<file path="src/rtl/bus_transfer_ctrl_pkg.sv">
// Shared definitions for the register-bus transfer controller and its arbiter.
package bus_pkg;

    localparam int IDX_W = 4;

    typedef enum logic [1:0] {
        IDLE = 2'd0,
        XFER = 2'd1,
        TURN = 2'd2
    } state_t;

endpackage

</file>
<file path="src/rtl/bus_transfer_ctrl_rr_arbiter.sv">
// Round-robin arbiter: the first active request at or after ptr (wrapping) wins.
module rr_arbiter #(
    parameter int NREQ = 4,
    parameter int PW   = 2
) (
    input  logic [NREQ-1:0] req,
    input  logic [PW-1:0]   ptr,
    output logic [NREQ-1:0] grant,
    output logic [PW-1:0]   grant_idx,
    output logic            any
);

    always_comb begin
        int j;
        j         = 0;
        grant     = '0;
        grant_idx = '0;
        any       = 1'b0;
        for (int k = 0; k < NREQ; k++) begin
            j = int'(ptr) + k;
            if (j >= NREQ) begin
                j = j - NREQ;
            end
            if (!any && req[j]) begin
                any       = 1'b1;
                grant[j]  = 1'b1;
                grant_idx = PW'(j);
            end
        end
    end

endmodule

</file>
<file path="src/rtl/bus_transfer_ctrl.sv">
// Shared register-bus transfer controller: arbitrates requesters and drives one-hot
// read/write enables. Define BUS_TURNAROUND_EN to insert an idle TURN cycle after each XFER.
module bus_transfer_ctrl
    import bus_pkg::*;
#(
    parameter int N    = 16,
    parameter int NREG = 16,
    parameter int NREQ = 4
) (
    input  logic                  clk,
    input  logic                  rst,
    input  logic [NREQ-1:0]       req_valid,
    input  logic [NREQ*IDX_W-1:0] req_src,
    input  logic [NREQ*IDX_W-1:0] req_dst,
    output logic [NREQ-1:0]       req_ack,
    output logic                  req_err,
    output logic [NREG-1:0]       rd_en,
    output logic [NREG-1:0]       wr_en,
    output logic                  busy
);

    localparam int PW = (NREQ > 1) ? $clog2(NREQ) : 1;

    if (N < 1 || NREG < 1 || NREG > (1 << IDX_W) || NREQ < 1) begin : g_bad_cfg
        $error("bus_transfer_ctrl: unsupported parameter set");
    end

    state_t            state;
    logic [PW-1:0]     ptr;
    logic [PW-1:0]     ptr_next;
    logic [NREQ-1:0]   grant;
    logic [PW-1:0]     grant_idx;
    logic              grant_any;
    logic              can_arb;
    logic [IDX_W-1:0]  win_src;
    logic [IDX_W-1:0]  win_dst;
    logic              win_err;
    logic [NREG-1:0]   rd_next;
    logic [NREG-1:0]   wr_next;

    rr_arbiter #(
        .NREQ (NREQ),
        .PW   (PW)
    ) u_arb (
        .req       (req_valid),
        .ptr       (ptr),
        .grant     (grant),
        .grant_idx (grant_idx),
        .any       (grant_any)
    );

`ifdef BUS_TURNAROUND_EN
    assign can_arb = (state == IDLE) || (state == TURN);
`else
    assign can_arb = (state != TURN);
`endif

    assign ptr_next = (int'(grant_idx) == NREQ - 1) ? '0 : grant_idx + PW'(1);

    // Self-copies and out-of-range indices still ack, but must never touch the bus.
    always_comb begin
        win_src = req_src[int'(grant_idx)*IDX_W +: IDX_W];
        win_dst = req_dst[int'(grant_idx)*IDX_W +: IDX_W];
        win_err = (int'(win_src) >= NREG) || (int'(win_dst) >= NREG);
        rd_next = '0;
        wr_next = '0;
        if (!win_err && (win_src != win_dst)) begin
            for (int r = 0; r < NREG; r++) begin
                rd_next[r] = (win_src == IDX_W'(r));
                wr_next[r] = (win_dst == IDX_W'(r));
            end
        end
    end

    always_ff @(posedge clk) begin
        if (rst) begin
            state   <= IDLE;
            ptr     <= '0;
            req_ack <= '0;
            req_err <= 1'b0;
            rd_en   <= '0;
            wr_en   <= '0;
            busy    <= 1'b0;
        end else begin
            req_ack <= '0;
            req_err <= 1'b0;
            rd_en   <= '0;
            wr_en   <= '0;
            if (can_arb && grant_any) begin
                state   <= XFER;
                ptr     <= ptr_next;
                req_ack <= grant;
                req_err <= win_err;
                rd_en   <= rd_next;
                wr_en   <= wr_next;
                busy    <= 1'b1;
            end else if (can_arb) begin
                state <= IDLE;
                busy  <= 1'b0;
            end else begin
                state <= TURN;
                busy  <= 1'b1;
            end
        end
    end

endmodule

</file>
<file path="config.mk">
export PLATFORM = sky130hd
export DESIGN_NAME = bus_transfer_ctrl
export DESIGN_NICKNAME = d
export VERILOG_FILES = /design/src/rtl/bus_transfer_ctrl_pkg.sv /design/src/rtl/bus_transfer_ctrl_rr_arbiter.sv /design/src/rtl/bus_transfer_ctrl.sv
export SDC_FILE = /design/constraint.sdc
export NUM_CORES = 1
export LEC_CHECK = 0
export BUFFER_PORTS_ARGS = -buffer_cell sky130_fd_sc_hd__clkbuf_2
export CORE_MARGIN = 1.5
export CORE_UTILIZATION = 49
export CTS_CLUSTER_SIZE = 40
export DETAILED_ROUTE_END_ITERATION = 10
export GPL_ROUTABILITY_DRIVEN = 0
export PLACE_DENSITY = 0.79
export SYNTH_ARGS = -nofsm -noshare
export SYNTH_HDL_FRONTEND = slang
export SYNTH_HIERARCHICAL = 1
export SYNTH_SLANG_ARGS = --single-unit
</file>
<file path="constraint.sdc">
create_clock -name clk -period 5.5 [get_ports clk]
set_clock_uncertainty 0.1 [all_clocks]
set_input_delay 1.1 -clock clk [delete_from_list [all_inputs] [get_ports clk]]
set_output_delay 1.1 -clock clk [all_outputs]
set_load 0.005 [all_outputs]
</file>
==> results.sh <==
export IMPL_wirelength_mm=4.34
export IMPL_cts_clk_slew_worst_paths_ns=0.07
export IMPL_multiInputGateArea_um2=1160
export IMPL_cts_sinks=41
export IMPL_syn_nets=247
export IMPL_ff2ff_setup_slack_ns=1.01
export IMPL_clock_latency_ns=0.28
export IMPL_area_growth_pct=21.6
export IMPL_drtIter0Drc=65
export IMPL_cts_tree="done"
export IMPL_yosysSeqAreaShare_pct=39.1
export IMPL_cp_depth=12
export IMPL_hold_path_class="register to register"
export IMPL_power_mw=1.55
export IMPL_viasPerCell=5.32
export IMPL_yosys_top_cells_area="dfxtp_1 (39%), mux4_1 (7.5%), mux4_2 (6.4%)"
export IMPL_cts_max_level=2
export IMPL_dr_max_layer_used="met4"
export IMPL_cts_made_buffers=5
export IMPL_cp_end_kind="register"
export IMPL_initial_utilization_pct=51.7
export IMPL_rsz0062_at_grt="no"
export IMPL_fp_dieW_um=68.4
export IMPL_grt_max_degree=17
export IMPL_postCtsSetupBuffers=0
export IMPL_ys_seq_elements=41
export IMPL_ant_nets=0
export IMPL_min_period_ns=4.49
export IMPL_n_fill_cell=376
export IMPL_max_freq_ghz=0.223
export IMPL_seq_area_um2=821
export IMPL_hold_depth=2
export IMPL_postPlaceCellArea_um2=2470
export IMPL_worstPathMaxFanout=16
export IMPL_setup_worst_path_class="register to register"
export IMPL_vias=1713
export IMPL_gr_total_overflow=0
export IMPL_yosys_most_used_dff="dfxtp_1"
export IMPL_coreArea_um2=4060
export IMPL_syn_area_um2=2100
export IMPL_ctsHoldBuffers=0
export IMPL_rr_startpoint="ptr[0]"
export IMPL_synth_most_common_cell="dfxtp_1"
export IMPL_hold_end="state[1]"
export IMPL_utilization_pct=62.9
export IMPL_wl_met3_um=204
export IMPL_synth_async_reset_ratio_pct=0
export IMPL_crit_family="multiplexers"
export IMPL_synth_cells=200
export IMPL_cts_root_buffer="clkbuf_8"
export IMPL_p_leak_nw=1.15
export IMPL_synth_top_cell_by_area="dfxtp_1"
export IMPL_vdd_drop_max_uv=416
export IMPL_avgSynthCellArea_um2=10.5
export IMPL_firstDrtPassIters=4
export IMPL_yosysWarnings=6
export IMPL_powerDensity_nw_per_um2=606
export IMPL_ys_top_cells_by_count="dfxtp_1 (41), nor3_1 (20), nand2_1 (17)"
export IMPL_slew_violations=0
export IMPL_slowest_delay_ns=0.73
export IMPL_rr_worst_depth=12
export IMPL_crit_slowest_cell="dfxtp_1"
export IMPL_grt_pass1_vias=1577
export IMPL_hold_viol=0
export IMPL_n_antenna_cell=0
export IMPL_ys_types=39
export IMPL_fin_setup_tns_ns=0
export IMPL_crit_top_cell="buf_4"
export IMPL_ctsResizeCount=0
export IMPL_crit_buf_inv=3
export IMPL_dp_hpwl_mm=3.53
export IMPL_relSlewSlack_pct=29.0
export IMPL_cp_required_ns=5.55
export IMPL_grt_pass1_wl_mm=7.23
export IMPL_die_area_um2=4680
export IMPL_fin_crit_sh_pct=81.6
export IMPL_nNetsFinal=319
export IMPL_dr_wl_met2_mm=2.14
export IMPL_reg2reg_to="rd_en[8]"
export IMPL_drt_met1_wl_mm=1.90
export IMPL_cts_max_path_buffers=2
export IMPL_drive_above_1_share_pct=39.7
export IMPL_die_height_um=68.4
export IMPL_maxCapViolations=0
export IMPL_cp_arrival_ns=4.54
export IMPL_numPortBuffers=74
export IMPL_cp_start_kind="register"
export IMPL_synth_top_area_share_pct=39.1
export IMPL_io_pins=76
export IMPL_setup_viol=0
export IMPL_row_count=23
export IMPL_hold_start="state[1]"
export IMPL_crit_chain="inv_1 -> ha_1 -> mux4_2 -> and2b_2 -> o21ai_0 -> o31ai_2 -> buf_4 -> mux4_1 -> xor2_1 -> nor4_4 -> buf_4 -> nor3_1"
export IMPL_synth_edf_count=0
export IMPL_antenna_found_initial=0
export IMPL_status="complete, no violations"
export IMPL_drt_wirelength_per_cell_um=13.5
export IMPL_drc=0
export IMPL_grt_total_usage_pct=20.6
export IMPL_tightest_slew_ns=1.06
export IMPL_postLayoutCellArea_um2=2550
-- per-stage QoR --
| step | hold slack (ns) | instances | setup slack (ns) |
|---|---|---|---|
| 6_report | 0.455 | 322 | 1.01 |
| 3_5_place_dp | 0.430 | 315 | 0.737 |
| 2_1_floorplan | 0.387 | 200 | 1.30 |
| 4_1_cts | 0.444 | 322 | 0.995 |
| 3_3_place_gp | 0.421 | 315 | 0.807 |
| 5_1_grt | 0.471 | 322 | 0.594 |
-- power breakdown --
group | internal, mW | switching, mW | leakage (nW)
clock network | 0.0994 | 0.0903 | 0.0443
registers | 0.376 | 0.0419 | 0.333
logic | 0.400 | 0.538 | 0.768
-- area by class of cell --
type                            count  area share [%]
Tap cell                           50            2.45
Sequential cell                    41            32.2
Multi-Input combinational cell    141            45.6
Inverter                            5           0.735
Clock buffer                        7            3.38
Timing Repair Buffer               78            15.7
-- placed cells by master, fill, tap and decap left out, types with 6 or more instances in the layout --
master / Yosys / layout
and2_1: 7 / 7
dfxtp_1: 41 / 41
mux4_2: 6 / 6
mux4_1: 6 / 6
o21ai_0: 6 / 6
ha_1: 9 / 9
clkbuf_8: 0 / 6
a22oi_1: 8 / 8
nand3_1: 9 / 9
nor2_2: 8 / 8
clkbuf_2: 1 / 74
nand2_1: 17 / 17
nor3_1: 20 / 20
-- state kept, by name, summed over array words and instances (netlist names) --
register,count
rd_en,16
wr_en,16
req_ack,4
ptr,2
state,2
busy,1
-- routing by layer --
layer	up-vias	track usage [%]
met3	10	3.78
li1	863	-
met2	67	34.9
met4	0	8.50
met5	-	0
met1	773	25.7
-- how the worst max path moves through the flow --
stage,slack [ns],endpoint,from
floorplan,1.30,wr_en[12],req_valid[2]
global placement,0.81,rd_en[2],req_valid[2]
detailed placement,0.74,rd_en[8],req_valid[2]
CTS,1.0,rd_en[8],ptr[0]
global route,0.59,rd_en[14],ptr[0]
finish,1.01,rd_en[8],ptr[0]
-- kinds of logic after synthesis --
group                      Yosys count  share of synthesized area (%)
AOI/OAI and AO/OA                   22                           6.86
adders and majority gates            9                           5.37
DFF                                 41                           39.1
xor gates and xnor gates             4                           1.67
and+or+nand+nor                     88                           24.6
other                                1                          0.179
buffers and inverters               18                           5.66
muxes                               17                           16.5
-- worst min-delay path, cell delays in order, from the launching register on --
cell and delay, ns:
dfxtp_1 0.31, nand2b_1 0.14, nor2_1 0.05
No activity file was read; power rests on OpenSTA's default activity.
